**src/rtl/i2c_pkg.sv**
```systemverilog
// Shared definitions for the I2C temperature-sensor target and its line synchronizer.
// Latency: none (types, constants and a pure helper function only).
// Backpressure: not applicable.
package i2c_pkg;

  typedef enum logic [2:0] {
    ST_IDLE      = 3'd0,
    ST_ADDR      = 3'd1,
    ST_ADDR_ACK  = 3'd2,
    ST_TX_BYTE   = 3'd3,
    ST_RX_ACK    = 3'd4,
    ST_WAIT_STOP = 3'd5
  } state_t;

  localparam logic [6:0] TEMP_SENSOR_ADDR = 7'h4B;
  localparam int         SYNC_STAGES      = 2;

  // Address byte as it appears on the wire for a read (R/W = 1).
  function automatic logic [7:0] read_addr_byte(input logic [6:0] addr);
    return {addr, 1'b1};
  endfunction

endpackage

```
**src/rtl/i2c_temp_target_if.sv**
```systemverilog
// Bus-side bundle of the temperature target: raw SCL/SDA, open-drain SDA pull, sample word, status.
// Latency: none (wires only).
// Backpressure: none; I2C clock stretching is not used, the master owns SCL timing.
//
// Signals:
//   scl_in, sda_in  raw bus lines (asynchronous to the target clock)
//   sda_drive_low   1 = target pulls SDA low, 0 = released
//   temp_word       {MSB, LSB} temperature, sampled at address acknowledge
//   addr_match      one-cycle pulse on an acknowledged read address
//   read_done       one-cycle pulse when the master NACKs a data byte
//   busy            high from START until STOP
interface i2c_temp_target_if;
  logic        scl_in;
  logic        sda_in;
  logic        sda_drive_low;
  logic [15:0] temp_word;
  logic        addr_match;
  logic        read_done;
  logic        busy;

  modport slave (
    input  scl_in, sda_in, temp_word,
    output sda_drive_low, addr_match, read_done, busy
  );

  modport master (
    output scl_in, sda_in, temp_word,
    input  sda_drive_low, addr_match, read_done, busy
  );
endinterface

```
**src/rtl/i2c_line_sync.sv**
```systemverilog
// SCL/SDA synchronizers plus edge, START and STOP detection for any clocked I2C agent.
// Latency: bus event to registered strobe is SYNC_STAGES + 1 clk cycles.
// Backpressure: none; strobes are single-cycle and must be consumed when presented.
//
// Ports:
//   clk, rst        system clock, synchronous active-high reset
//   i_scl, i_sda    raw bus lines
//   o_scl_rise/o_scl_fall  one-cycle SCL edge strobes
//   o_start_det/o_stop_det one-cycle START / STOP strobes
//   o_sda_s         synced SDA aligned with the strobes
module i2c_line_sync
  import i2c_pkg::*;
(
  input  logic clk,
  input  logic rst,
  input  logic i_scl,
  input  logic i_sda,
  output logic o_scl_rise,
  output logic o_scl_fall,
  output logic o_start_det,
  output logic o_stop_det,
  output logic o_sda_s
);

  logic [SYNC_STAGES-1:0] r_scl_sync;
  logic [SYNC_STAGES-1:0] r_sda_sync;
  logic                   r_scl_prev;
  logic                   r_sda_prev;
  logic                   r_scl_rise;
  logic                   r_scl_fall;
  logic                   r_start_det;
  logic                   r_stop_det;
  logic                   w_scl_s;
  logic                   w_sda_s;

  assign w_scl_s = r_scl_sync[SYNC_STAGES-1];
  assign w_sda_s = r_sda_sync[SYNC_STAGES-1];

  always_ff @(posedge clk) begin
    if (rst) begin
      // Idle bus is high on both lines; resetting to 1 avoids spurious edges.
      r_scl_sync  <= '1;
      r_sda_sync  <= '1;
      r_scl_prev  <= 1'b1;
      r_sda_prev  <= 1'b1;
      r_scl_rise  <= 1'b0;
      r_scl_fall  <= 1'b0;
      r_start_det <= 1'b0;
      r_stop_det  <= 1'b0;
    end else begin
      r_scl_sync  <= {r_scl_sync[SYNC_STAGES-2:0], i_scl};
      r_sda_sync  <= {r_sda_sync[SYNC_STAGES-2:0], i_sda};
      r_scl_prev  <= w_scl_s;
      r_sda_prev  <= w_sda_s;
      r_scl_rise  <= w_scl_s & ~r_scl_prev;
      r_scl_fall  <= ~w_scl_s & r_scl_prev;
      // SCL must be high in both samples so an SDA change racing an SCL edge is not a condition.
      r_start_det <= w_scl_s & r_scl_prev & r_sda_prev & ~w_sda_s;
      r_stop_det  <= w_scl_s & r_scl_prev & ~r_sda_prev & w_sda_s;
    end
  end

  assign o_scl_rise  = r_scl_rise;
  assign o_scl_fall  = r_scl_fall;
  assign o_start_det = r_start_det;
  assign o_stop_det  = r_stop_det;
  // r_sda_prev is registered on the same edge as the strobes, so it is the SDA seen at that edge.
  assign o_sda_s     = r_sda_prev;

endmodule

```
**src/rtl/i2c_temp_target.sv**
```systemverilog
// I2C read-only target at TEMP_SENSOR_ADDR serving a latched 16-bit temperature word, MSB first.
// Latency: SDA updates one cycle after a registered SCL fall strobe (3-4 clk after SCL falls).
// Backpressure: none; the master paces the transfer and ends it with NACK then STOP.
//
// Ports:
//   clk_200kHz  system clock (the only clock)
//   reset       synchronous active-high reset
//   bus         slave side of i2c_temp_target_if (bus lines, temp_word, status pulses)
module i2c_temp_target
  import i2c_pkg::*;
(
  input  logic                     clk_200kHz,
  input  logic                     reset,
  i2c_temp_target_if.slave         bus
);

  logic        w_scl_rise;
  logic        w_scl_fall;
  logic        w_start_det;
  logic        w_stop_det;
  logic        w_sda_s;
  logic [7:0]  w_cur_byte;
  logic [7:0]  w_next_byte;

  state_t      r_state;
  logic [2:0]  r_bit_cnt;
  logic [7:0]  r_shift;
  logic        r_addr_full;
  logic [15:0] r_tx_word;
  logic        r_byte_sel;
  logic        r_ack_seen;
  logic        r_sda_low;
  logic        r_addr_match;
  logic        r_read_done;
  logic        r_busy;

  i2c_line_sync u_line_sync (
    .clk         (clk_200kHz),
    .rst         (reset),
    .i_scl       (bus.scl_in),
    .i_sda       (bus.sda_in),
    .o_scl_rise  (w_scl_rise),
    .o_scl_fall  (w_scl_fall),
    .o_start_det (w_start_det),
    .o_stop_det  (w_stop_det),
    .o_sda_s     (w_sda_s)
  );

  assign w_cur_byte  = r_byte_sel ? r_tx_word[7:0]  : r_tx_word[15:8];
  // Byte sent after an ACK: the other half of the latched word (MSB follows LSB again).
  assign w_next_byte = r_byte_sel ? r_tx_word[15:8] : r_tx_word[7:0];

  always_ff @(posedge clk_200kHz) begin
    if (reset) begin
      r_state      <= ST_IDLE;
      r_bit_cnt    <= 3'd7;
      r_shift      <= 8'h00;
      r_addr_full  <= 1'b0;
      r_tx_word    <= 16'h0000;
      r_byte_sel   <= 1'b0;
      r_ack_seen   <= 1'b0;
      r_sda_low    <= 1'b0;
      r_addr_match <= 1'b0;
      r_read_done  <= 1'b0;
      r_busy       <= 1'b0;
    end else begin
      r_addr_match <= 1'b0;
      r_read_done  <= 1'b0;

      if (r_state != ST_IDLE && w_stop_det) begin
        r_state   <= ST_IDLE;
        r_sda_low <= 1'b0;
        r_busy    <= 1'b0;
      end else if (w_start_det) begin
        // Covers both a fresh START from IDLE and a repeated START mid-transfer.
        r_state     <= ST_ADDR;
        r_bit_cnt   <= 3'd7;
        r_addr_full <= 1'b0;
        r_sda_low   <= 1'b0;
        r_busy      <= 1'b1;
      end else begin
        case (r_state)
          ST_ADDR: begin
            if (w_scl_rise) begin
              r_shift <= {r_shift[6:0], w_sda_s};
              if (r_bit_cnt == 3'd0) r_addr_full <= 1'b1;
              else                   r_bit_cnt   <= r_bit_cnt - 3'd1;
            end else if (w_scl_fall && r_addr_full) begin
              // The SCL fall right after START has r_addr_full clear and is ignored here.
              if (r_shift == read_addr_byte(TEMP_SENSOR_ADDR)) begin
                r_state      <= ST_ADDR_ACK;
                r_sda_low    <= 1'b1;
                r_tx_word    <= bus.temp_word;
                r_byte_sel   <= 1'b0;
                r_addr_match <= 1'b1;
              end else begin
                r_state <= ST_WAIT_STOP;
              end
            end
          end

          ST_ADDR_ACK: begin
            if (w_scl_fall) begin
              r_state   <= ST_TX_BYTE;
              r_bit_cnt <= 3'd7;
              r_sda_low <= ~r_tx_word[15];
            end
          end

          ST_TX_BYTE: begin
            if (w_scl_fall) begin
              if (r_bit_cnt == 3'd0) begin
                r_state    <= ST_RX_ACK;
                r_sda_low  <= 1'b0;
                r_ack_seen <= 1'b0;
              end else begin
                r_bit_cnt <= r_bit_cnt - 3'd1;
                r_sda_low <= ~w_cur_byte[r_bit_cnt - 3'd1];
              end
            end
          end

          ST_RX_ACK: begin
            if (w_scl_rise) begin
              if (w_sda_s) begin
                r_read_done <= 1'b1;
                r_state     <= ST_WAIT_STOP;
              end else begin
                r_ack_seen <= 1'b1;
              end
            end else if (w_scl_fall && r_ack_seen) begin
              r_byte_sel <= ~r_byte_sel;
              r_state    <= ST_TX_BYTE;
              r_bit_cnt  <= 3'd7;
              r_sda_low  <= ~w_next_byte[7];
            end
          end

          default: begin
            // IDLE and WAIT_STOP only leave on START/STOP, handled above.
          end
        endcase
      end
    end
  end

  assign bus.sda_drive_low = r_sda_low;
  assign bus.addr_match    = r_addr_match;
  assign bus.read_done     = r_read_done;
  assign bus.busy          = r_busy;

endmodule

```
**src/flat_wrapper.sv**
```systemverilog
// flat-port wrapper written by rule: the top's interface ports become plain ports
module i2c_temp_target_flat import i2c_pkg::*;
  (clk_200kHz, reset, bus_scl_in, bus_sda_in, bus_temp_word, bus_sda_drive_low, bus_addr_match, bus_read_done, bus_busy);
  i2c_temp_target_if bus_i ();
  input  logic clk_200kHz;
  input  logic reset;
  input wire logic [$bits(bus_i.scl_in)-1:0] bus_scl_in;
  input wire logic [$bits(bus_i.sda_in)-1:0] bus_sda_in;
  input wire logic [$bits(bus_i.temp_word)-1:0] bus_temp_word;
  output wire logic [$bits(bus_i.sda_drive_low)-1:0] bus_sda_drive_low;
  output wire logic [$bits(bus_i.addr_match)-1:0] bus_addr_match;
  output wire logic [$bits(bus_i.read_done)-1:0] bus_read_done;
  output wire logic [$bits(bus_i.busy)-1:0] bus_busy;
  assign bus_i.scl_in = bus_scl_in;
  assign bus_i.sda_in = bus_sda_in;
  assign bus_i.temp_word = bus_temp_word;
  assign bus_sda_drive_low = bus_i.sda_drive_low;
  assign bus_addr_match = bus_i.addr_match;
  assign bus_read_done = bus_i.read_done;
  assign bus_busy = bus_i.busy;
  i2c_temp_target u_core (.clk_200kHz(clk_200kHz), .reset(reset), .bus(bus_i));
endmodule
```
**config.mk**
```make
export PLATFORM = sky130hd
export DESIGN_NAME = i2c_temp_target_flat
export DESIGN_NICKNAME = d
export VERILOG_FILES = /design/src/rtl/i2c_pkg.sv /design/src/rtl/i2c_temp_target_if.sv /design/src/rtl/i2c_line_sync.sv /design/src/rtl/i2c_temp_target.sv /design/src/flat_wrapper.sv
export SDC_FILE = /design/constraint.sdc
export NUM_CORES = 1
export LEC_CHECK = 0
export ABC_AREA = 1
export CORE_MARGIN = 3
export CORE_UTILIZATION = 40
export DETAILED_ROUTE_END_ITERATION = 7
export PLACE_DENSITY = 0.56
export SKIP_LAST_GASP = 1
export SYNTH_ARGS = -nofsm -noshare
export SYNTH_HDL_FRONTEND = slang
export SYNTH_SLANG_ARGS = --single-unit
```
**constraint.sdc**
```tcl
create_clock -name clk_200kHz -period 3.4 [get_ports clk_200kHz]
set_input_delay 0.68 -clock clk_200kHz [delete_from_list [all_inputs] [get_ports clk_200kHz]]
set_output_delay 0.68 -clock clk_200kHz [all_outputs]
set_load 0.005 [all_outputs]
```
; Word-level counts from Yosys, hierarchy flattened
; Cells that the tools add are included.
[totals]
reg_bits = 47
in_bits = 20
elab_cells = 144
[op_classes]
add_sub_neg = 1
n_lt_le_gt_ge = 1
eq_ne = 27
muxes = 49
bitwise_logic = 21
n_reduce_logical = 25
[op_table]
columns = operator, n
row1 = 2-to-1 mux 3 bit, 16
row2 = AND reduction 8 bit, 4
row3 = 2-to-1 mux 1 bit, 25
row4 = one-hot mux 3 bit (4 select lines), 2
row5 = "inequality test 3 bit, second input constant", 6
row6 = 2-to-1 mux 8 bit, 2
row7 = NOT 1 bit, 14
row8 = AND reduction 7 bit, 2
row9 = "inequality test 2 bit, second input constant", 6
row10 = "inequality test 3 x 2 -> 1 bit, second input constant", 4
row11 = nonzero test 2 bit, 5
row12 = "equality test 8 bit, second input constant", 1
row13 = "inequality test 2 x 1 -> 1 bit, second input constant", 4
row14 = AND reduction 4 bit, 2
row15 = AND 1 bit, 7
row16 = "equality test 3 x 2 -> 1 bit, second input constant", 2
row17 = AND reduction 6 bit, 1
row18 = OR reduction 6 bit, 1
row19 = nonzero test 5 bit, 1
row20 = OR reduction 5 bit, 1
row21 = "less-than comparator 3 x 4 -> 1 bit, second input constant", 1
row22 = "inequality test 4 x 3 -> 1 bit, second input constant", 1
row23 = "inequality test 4 bit, second input constant", 1
row24 = one-hot mux 1 bit (2 select lines), 2
row25 = other kinds (11), 13

; Depth between registers and ports, before layout
[depth]
ltp_word = 7
ltp_mapped = 11
ltp_nobuf = 11

; Modules after synthesis
; From an unflattened synthesis, not the netlist that was laid out.
[hier_totals]
hier_cells = 319
hier_area_um2 = 2210.9
[by_module_without_submodules]
columns = module, instances, cells_each, area_each_um2, seq_area_each_um2
row1 = i2c_temp_target, 1, 291, 1929.4, 740.7
row2 = i2c_line_sync, 1, 28, 281.5, 200.2

; Worst setup path before layout
; OpenSTA, ideal clock, no wires.
[synth_timing]
path_type = input port to flip-flop
from = in reset
to = reg u_core.r_shift[3]
arrival_ns = 1.439
slack_ns = 1.891
cell_stages = 5
path_buffers = 2
path_cell_list = clkbuf_1 -> inv_1 -> clkbuf_1 -> o21ai_0 -> a21oi_1
[synth_rtl]
columns = item, line_no
row1 = start: declaration, flat_wrapper.sv:6  ; input logic reset;
row2 = end signal: assignment, i2c_temp_target.sv:85  ; r_shift <= {r_shift[6:0], w_sda_s};
row3 = end: declaration, i2c_temp_target.sv:27  ; logic [7:0] r_shift;

==> impl_metrics.prom <==
# TYPE chip_impl_metric gauge
chip_impl_metric{name="critical_path_arrival",unit="ns"} 2.30
chip_impl_metric{name="ff_latch_area",unit="µm²"} 941
chip_impl_metric{name="grt_max_degree",unit=""} 28
chip_impl_metric{name="syn_inst",unit=""} 337
chip_impl_metric{name="multi_input_comb_area",unit="µm²"} 1170
chip_impl_info{name="worst_hold_path_type",value="reg -> reg"} 1
chip_impl_metric{name="place_hpwl",unit="µm"} 3920
chip_impl_metric{name="antenna_found_initial",unit=""} 0
chip_impl_metric{name="finalNetCount",unit=""} 382
chip_impl_metric{name="io_buffers",unit=""} 23
chip_impl_metric{name="setup_viol",unit=""} 0
chip_impl_metric{name="synth-warning-count",unit=""} 0
chip_impl_info{name="setup.worst_path.start_class",value="input pin"} 1
chip_impl_metric{name="ant_nets",unit=""} 0
chip_impl_metric{name="gpl_wtd_cong",unit=""} 0.831
chip_impl_metric{name="core",unit="µm²"} 5570
chip_impl_metric{name="report.final.hold_viol_count",unit=""} 0
chip_impl_info{name="ys_top_cells_by_count",value="sky130_fd_sc_hd__nand2_1 (61), sky130_fd_sc_hd__nor2_1 (49), sky130_fd_sc_hd__dfxtp_1 (47)"} 1
chip_impl_metric{name="drcViolationCount",unit=""} 0
chip_impl_metric{name="postSynthNetCount",unit=""} 359
chip_impl_info{name="crit_path_start",value="reset"} 1
chip_impl_metric{name="count_of_inserted_antenna_diode_cells",unit=""} 0
chip_impl_metric{name="layout-drive-gt1-share",unit="%"} 9.70
chip_impl_metric{name="area_growth_syn_to_layout",unit="%"} 16.2
chip_impl_metric{name="drv.max_cap_violation_count",unit=""} 0
chip_impl_metric{name="die_width",unit="µm"} 82.5
chip_impl_metric{name="design.portCount",unit=""} 24
chip_impl_info{name="cts_tree",value="done"} 1
chip_impl_metric{name="total_cts_buffers",unit=""} 5
chip_impl_metric{name="routed-via-count",unit=""} 2067
chip_impl_info{name="rsz0062_at_grt",value="false"} 1
chip_impl_info{name="synthTopCellsByArea",value="sky130_fd_sc_hd__dfxtp_1 (40%), sky130_fd_sc_hd__nand2_1 (9.8%), sky130_fd_sc_hd__nor2_1 (7.9%)"} 1
chip_impl_metric{name="layout.cell_area.non_filler",unit="µm²"} 2720
chip_impl_metric{name="crit_fanout",unit=""} 27
chip_impl_metric{name="finClkSkew",unit="ns"} 0.00572
chip_impl_metric{name="final.min_clock_period",unit="ns"} 2.06
chip_impl_metric{name="slew_limit_fails",unit=""} 0
chip_impl_metric{name="power_density",unit="nW/µm²"} 548
chip_impl_metric{name="synth.distinct_cells",unit=""} 33
chip_impl_metric{name="worstMarginPinSlew",unit="ns"} 0.703
chip_impl_metric{name="portion_of_synthesized_cell_area_occupied_by_the_leading_cell_type",unit="%"} 40.2
chip_impl_metric{name="global_route_wire_length_before_repair",unit="µm"} 9200
chip_impl_info{name="hp-start",value="u_core.u_line_sync.r_sda_sync[0]"} 1
chip_impl_metric{name="gr-total-overflow",unit=""} 0
chip_impl_metric{name="syn-mean-instance-area",unit="µm²"} 6.95
chip_impl_info{name="critical_setup_path_class",value="in -> reg"} 1
chip_impl_metric{name="totalNegativeSetupSlack",unit="ns"} 0
chip_impl_metric{name="rows",unit=""} 27
chip_impl_metric{name="worst-endpoint-required",unit="ns"} 3.64
chip_impl_metric{name="start_util",unit="%"} 42.0
chip_impl_metric{name="ctsLongestPathBuffers",unit=""} 2
chip_impl_info{name="worst_r2r_startpoint",value="u_core.r_bit_cnt[0]"} 1
chip_impl_metric{name="ys_seq_elements",unit=""} 47
chip_impl_info{name="synthDominantAreaCellType",value="sky130_fd_sc_hd__dfxtp_1"} 1
chip_impl_metric{name="cts.sink_count",unit=""} 47
chip_impl_metric{name="die_area",unit="µm²"} 6810
chip_impl_metric{name="worst_skew_pair_latency",unit="ns"} 0.31
chip_impl_metric{name="p_total",unit="W"} 0.00149
chip_impl_metric{name="post-route-util",unit="%"} 48.8
chip_impl_metric{name="wirelength_per_cell",unit="µm"} 12.2
chip_impl_metric{name="max-slew-margin-rel",unit="%"} 53.1
chip_impl_metric{name="async_flop_share",unit="%"} 0
chip_impl_metric{name="cts-resized-gates",unit=""} 0
chip_impl_metric{name="clock_tree.htree_level_count",unit=""} 2
chip_impl_metric{name="filler_cell_count",unit=""} 600
chip_impl_metric{name="vias_in_the_first_global_route",unit=""} 2014
chip_impl_metric{name="clk_pin_slew_worst_paths",unit="ns"} 0.09
chip_impl_metric{name="irDropWorstVdd",unit="V"} 0.000241
chip_impl_metric{name="p_leak",unit="nW"} 1.17
chip_impl_metric{name="post_cts_hold_buffer_count",unit=""} 0
chip_impl_metric{name="yosysSeqAreaShare",unit="%"} 40.2
chip_impl_metric{name="via_count_normalized_by_instance_count",unit=""} 4.77
chip_impl_metric{name="first_drt_pass_iteration_count",unit=""} 4
chip_impl_info{name="synth_ff_type",value="sky130_fd_sc_hd__dfxtp_1"} 1
chip_impl_metric{name="mappedNetlistArea",unit="µm²"} 2340
chip_impl_info{name="timing.critical_path.to_type",value="register"} 1
chip_impl_info{name="run_status",value="finished clean"} 1
chip_impl_metric{name="drtIter0Drc",unit=""} 105
chip_impl_metric{name="finalWirelength",unit="µm"} 5280
chip_impl_info{name="cts-root-buf",value="sky130_fd_sc_hd__clkbuf_8"} 1
chip_impl_metric{name="place_area",unit="µm²"} 2620
chip_impl_metric{name="synth_enable_flop_cells",unit=""} 0
chip_impl_metric{name="layout_worst_path_cycle_share",unit="%"} 60.6
chip_impl_metric{name="fmaxAchievable",unit="MHz"} 485
chip_impl_metric{name="grt.total_usage",unit="%"} 17.6
chip_impl_metric{name="floorplan.die.height",unit="µm"} 82.5
chip_impl_metric{name="cts_post_setup_buffers_inserted",unit=""} 0
chip_impl_info{name="post-synth-top-count-cell",value="sky130_fd_sc_hd__nand2_1"} 1
-- per-layer routing --
layer,wire length [µm],up-vias,share of wire (%),GRT usage (%)
met2,2300,38,44,27.2
li1,-,1130,-,-
met4,60,0,1.1,4.90
met1,2670,895,51,23.9
met5,0,-,0,0
met3,241,4,4.6,4.77
-- where the power goes --
| group | leakage (nW) | switching [W] | internal, W |
|---|---|---|---|
| clock network | 0.0474 | 0.000201 | 0.000166 |
| registers | 0.382 | 0.0000522 | 0.000585 |
| logic | 0.744 | 0.000302 | 0.000184 |
-- final timing paths --
check / slack [ns] / cells after the start / end
worst max-delay path: 1.34 / 5 / u_core.r_tx_word[7]
worst min-delay path: 0.41 / 1 / u_core.u_line_sync.r_sda_sync[1]
worst max register to register: 1.60 / 10 / u_core.r_state[0]
worst min register to register: 0.41 / 1 / u_core.u_line_sync.r_sda_sync[1]
-- critical path, stage by stage --
cell and delay [ns]:
sky130_fd_sc_hd__clkdlybuf4s50_1 0.56, sky130_fd_sc_hd__inv_1 0.59, sky130_fd_sc_hd__buf_4 0.27, sky130_fd_sc_hd__o21ai_1 0.07, sky130_fd_sc_hd__a21oi_1 0.11
-- cells by family after synthesis --
group | count (synthesis) | synth area share, %
adder cells (fa/ha/maj) | 2 | 1.07
buffers and inverters | 56 | 9.94
AND/OR/NAND/NOR | 165 | 32.8
XOR/XNOR | 1 | 0.374
flip-flops | 47 | 40.2
AO/OA/AOI/OAI | 66 | 15.7
-- through the flow --
step | worst slack [ns] | instances | hold WS [ns]
2_1_floorplan | 1.89 | 337 | 0.389
3_3_place_gp | 1.06 | 425 | 0.395
3_5_place_dp | 1.00 | 425 | 0.398
4_1_cts | 1.30 | 433 | 0.420
5_1_grt | 1.16 | 433 | 0.434
6_report | 1.34 | 433 | 0.415
-- layout by cell type, fill, tap and decap left out, types with 3 or more instances in the layout --
cell | synthesis | layout
sky130_fd_sc_hd__nor2_1 | 49 | 49
sky130_fd_sc_hd__nand4_1 | 5 | 5
sky130_fd_sc_hd__clkdlybuf4s50_1 | 0 | 23
sky130_fd_sc_hd__dfxtp_1 | 47 | 47
sky130_fd_sc_hd__nand3_1 | 27 | 27
sky130_fd_sc_hd__or2_2 | 4 | 4
sky130_fd_sc_hd__nand2_1 | 61 | 61
sky130_fd_sc_hd__nor2_2 | 3 | 3
sky130_fd_sc_hd__inv_1 | 43 | 43
sky130_fd_sc_hd__clkbuf_8 | 0 | 6
sky130_fd_sc_hd__o21ai_0 | 24 | 24
sky130_fd_sc_hd__a21oi_1 | 24 | 24
sky130_fd_sc_hd__o21ai_1 | 10 | 10
sky130_fd_sc_hd__nor3_1 | 5 | 5
-- registers in the layout, summed over array words and instances, names as in the netlist --
| name | flops |
|---|---|
| u_core.r_ack_seen | 1 |
| u_core.bus.busy | 1 |
| u_core.u_line_sync.o_stop_det | 1 |
| u_core.r_byte_sel | 1 |
| u_core.u_line_sync.r_sda_sync | 2 |
| u_core.u_line_sync.r_scl_prev | 1 |
| u_core.r_tx_word | 16 |
| u_core.u_line_sync.r_scl_sync | 2 |
| u_core.r_addr_full | 1 |
| u_core.u_line_sync.o_sda_s | 1 |
| u_core.bus.sda_drive_low | 1 |
| u_core.u_line_sync.o_scl_rise | 1 |
| u_core.u_line_sync.o_start_det | 1 |
| u_core.r_bit_cnt | 3 |
| u_core.r_state | 3 |
| u_core.bus.addr_match | 1 |
| u_core.u_line_sync.o_scl_fall | 1 |
| u_core.bus.read_done | 1 |
| u_core.r_shift | 8 |
-- area by class of cell --
| type | count | share of cell area, % |
|---|---|---|
| multi-input combinational | 234 | 42.9 |
| tap | 72 | 3.31 |
| sequential | 47 | 34.6 |
| timing repair buffer | 24 | 8.74 |
| inverter | 48 | 6.85 |
| clock inverter | 2 | 0.598 |
| clock buffer | 6 | 3.03 |
Power figures use the tool's default switching activity.
